==> src/rtl/keypad_encoder.sv <==
// Keypad front-end: priority-encodes the 10-line decimal keypad to BCD with a one-cycle
// active-low load strobe per new press, and divides the system clock to a 1 Hz square wave.
module keypad_encoder #(
    parameter int unsigned DIV  = 100,
    parameter int unsigned KEYS = 10
) (
    input  logic            Hz_100_clock,
    input  logic            reset,
    input  logic [KEYS-1:0] teclado,
    input  logic            enablen,
    output logic [3:0]      D,
    output logic            loadn,
    output logic            pgt_1Hz
);

    localparam int unsigned CntW = $clog2(DIV);
    localparam logic [CntW-1:0] CntMax  = CntW'(DIV - 1);
    localparam logic [CntW-1:0] CntHalf = CntW'(DIV / 2);

    logic [KEYS-1:0] key_prev_q, key_prev_d;
    logic [3:0]      d_q, d_d;
    logic            loadn_q, loadn_d;
    logic [CntW-1:0] cnt_q, cnt_d;
    logic            pgt_q, pgt_d;

    logic [3:0]      code;
    logic            valid;
    logic            new_press;

    // Ascending scan so the highest pressed digit wins.
    always_comb begin
        code = 4'd0;
        for (int k = 0; k < KEYS; k++) begin
            if (teclado[k]) begin
                code = 4'(k);
            end
        end
    end

    assign valid     = |teclado;
    assign new_press = valid && (teclado != key_prev_q);

    always_comb begin
        key_prev_d = teclado;
        d_d        = d_q;
        loadn_d    = 1'b1;
        if (!enablen && new_press) begin
            d_d     = code;
            loadn_d = 1'b0;
        end
    end

    // pgt follows the next count so it stays aligned with cnt_q in the same cycle.
    always_comb begin
        cnt_d = (cnt_q == CntMax) ? '0 : cnt_q + 1'b1;
        pgt_d = (cnt_d >= CntHalf);
    end

    always_ff @(posedge Hz_100_clock) begin
        if (reset) begin
            key_prev_q <= '0;
            d_q        <= 4'd0;
            loadn_q    <= 1'b1;
            cnt_q      <= '0;
            pgt_q      <= 1'b0;
        end else begin
            key_prev_q <= key_prev_d;
            d_q        <= d_d;
            loadn_q    <= loadn_d;
            cnt_q      <= cnt_d;
            pgt_q      <= pgt_d;
        end
    end

    assign D       = d_q;
    assign loadn   = loadn_q;
    assign pgt_1Hz = pgt_q;

endmodule

==> config.mk <==
export PLATFORM = sky130hd
export DESIGN_NAME = keypad_encoder
export DESIGN_NICKNAME = d
export VERILOG_FILES = /design/src/rtl/keypad_encoder.sv
export SDC_FILE = /design/constraint.sdc
export NUM_CORES = 1
export LEC_CHECK = 0
export CORE_MARGIN = 2
export CORE_UTILIZATION = 45
export CTS_CLUSTER_DIAMETER = 120
export CTS_CLUSTER_SIZE = 16
export DETAILED_ROUTE_END_ITERATION = 10
export GPL_TIMING_DRIVEN = 0
export PLACE_DENSITY = 0.82
export SLEW_MARGIN = 10
export SYNTH_ARGS = -nofsm -noshare
export SYNTH_HDL_FRONTEND = slang
export SYNTH_SLANG_ARGS = --single-unit
==> constraint.sdc <==
create_clock -name Hz_100_clock -period 1.6 [get_ports Hz_100_clock]
set_clock_uncertainty 0.05 [all_clocks]
set_input_delay 0.48 -clock Hz_100_clock [delete_from_list [all_inputs] [get_ports Hz_100_clock]]
set_output_delay 0.48 -clock Hz_100_clock [all_outputs]
set_load 0.03 [all_outputs]
==> qor.txt <==
status - finished clean
first-pass GRT wire length - 3774 um
most frequent cells in the layout - dfxtp_1 (18), nor2_1 (14), nor2b_1 (9), xnor2_2 (9), nand3_1 (6)
DRT iter0 DRCs - 14
CP Launch Type - input port
Root Driver - clkbuf_4
Worst Path Arrival - 1730 ps
vias - 862
Crit Path Category - in -> reg
post-route ant nets - 0
placed insts - 157
Fill cells - 203
CTS Hold Buffers Added - 0
LEAKAGE - 0.5509 nW
Clock Power Share - 24.4%
I/O pins - 19
finished layout cell area - 1333 sq um
synth warn - 0
Cell Int Power - 787.5 uW
worst skew pair latency - 300 ps
Pre-Repair DR Iteration Count - 4
HP Class - reg -> reg
DRC Markers - 0
most common cell after layout, fill and taps aside - dfxtp_1
Net Switching - 301.3 uW
Max clock buf depth - 2
Peak supply drop - 0.6539 mV
RSZ-0062 raised after global routing - true
area grow syn2layout - 30.68%
Setup-failing EPs final - 0
cts bufs inserted - 3
Final min period - 1598 ps
area of the multi-input gates - 630.6 sq um
Global Route Usage Sum - 19.25%
H-tree depth - 1
I/O Buffers - 18
max_slew headroom - 70.13%
dpl cell area - 1303 sq um
Via density - 5.388
layout cells sized above 1 - 33.33%
die height - 51.61 um
pin count of the biggest net entering global routing - 14
post-DR wirelength/cell - 14.49 um
Setup crit end kind - flop
combinational power share - 18.3%
global route overflow - 0
Net Sw Frac - 27.67%
width of the die - 51.61 um
CTS sink cnt - 23
Worst-path clk slew - 130 ps
fin nets - 148
die area - 2663 sq um
initial antenna violation count - 0
Slew Limit Fails - 0
DRT Wirelength - 2319 um
Cells after Synth - 111
EDFF count, synth - 0
Cell Rows - 17
CTS tree - done
CP required - 1740 ps
endpoints failing hold - 0
vias in the first global route - 892
ys async rst share - 0%
crit-path max FO - 5
sequential cell area - 466.7 sq um
Mean Syn Cell Area - 9.187 sq um
Tightest Pin Transition - 448.1 ps
Seq pwr share - 57.3%
hold_ws - 407.6 ps
FMAX - 625.7 MHz
antenna cells - 0
crit share post-route - 99.88%
Primary FF master, synth - dfxtp_1
Max-Cap Viols - 0
Starting Density - 47.00%
pwr dens - 817.1 nW/um^2
Post-Route Utilization - 61.42%
GP Congestion - 0.8165
synthesized cell area - 1020 sq um
Synth cell types - 33
Core Area - 2170 sq um
Detailed Place HPWL - 1705 um
sequential area share after synthesis - 45.15%
post-route insts no fill - 160
Mapped Nets - 126
#FFs+latches synth - 23
-- power groups by stage --
stage | clock network (mW) | registers (mW) | logic, mW
CTS | 0.276 | 0.620 | 0.199
global route | 0.315 | 0.627 | 0.214
global placement | 0 | 0.630 | 0.195
floorplan | 0 | 0.643 | 0.106
detailed placement | 0 | 0.632 | 0.202
finish | 0.266 | 0.624 | 0.199
-- kinds of logic (layout without fill, tap and decap cells) --
logic type	after synthesis	after routing	synth area share, %
compound gates	19	19	13.74
xor+xnor	15	15	12.88
fa+ha+maj	2	2	2.454
buf+inv	8	29	3.067
flops	23	23	45.15
simple gates	44	44	22.70
-- routing by layer --
metal / vias up / share of wire, % / GRT usage [%]
met3: 4 / 2.2 / 4.598
li1: 428 / - / -
met5: - / 0 / 0
met4: 0 / 1.3 / 6.140
met1: 412 / 40 / 20.00
met2: 18 / 56 / 37.39
-- worst max-delay path: stages --
cell	delay, ps
clkdlybuf4s15_2	250
xnor2_2	160
nand2_1	90
or4_4	560
a21oi_2	150
a211oi_1	50
-- cell usage after synthesis (2+ instances only) --
library cell	instances	area (sq um)
dfxtp_1	23	460.4
nor2_1	14	52.55
xnor2_1	11	96.34
nor2b_1	9	56.30
nand3_1	6	30.03
nand2_1	5	18.77
a21oi_1	4	20.02
xor2_1	4	35.03
clkbuf_1	3	11.26
inv_1	3	11.26
a211oi_1	2	15.01
a41o_1	2	20.02
a41oi_1	2	17.52
ha_1	2	25.02
nor3_1	2	10.01
nor4_1	2	12.51
-- layout make-up --
cell class                 count  area share [%]
clock inverter                 1          0.3756
sequential                    23           35.02
clock buffer                   3           1.690
multi-input combinational     80           47.32
buffer                         2          0.8451
timing repair buffer          19           10.99
tap                           28           2.629
inverter                       4           1.127
-- sequential cells by signal, summed over array words and instances, names as in the netlist --
name	count
loadn	1
pgt_1Hz	1
cnt_q	7
D	4
key_prev_q	10
-- timing repair --
item,4_1_cts,5_1_grt
setup buffers,1,0
pin swaps,10,3
endpoints found under the setup margin,15,9
gates resized for setup,46,14
gates cloned,0,0
-- final timing paths --
check | startpoint | end | slack [ps] | cells after the start
worst max-delay path | teclado[4] | D[3] | 2 | 6
worst min-delay path | cnt_q[0] | cnt_q[0] | 410 | 1
worst max register to register | key_prev_q[5] | D[3] | 50 | 5
worst min register to register | cnt_q[0] | cnt_q[0] | 410 | 1
-- stage by stage --
step / total power, mW / setup WS (ps) / TNS (ps)
3_5_place_dp: 0.8338 / -765.5 / -5566
2_1_floorplan: 0.7487 / 0.5023 / 0
4_1_cts: 1.096 / 0.5882 / 0
5_1_grt: 1.156 / -4.879 / -8.383
3_3_place_gp: 0.8243 / -713.3 / -5210
6_report: 1.089 / 1.855 / 0
(Power assumes the default switching activity.)
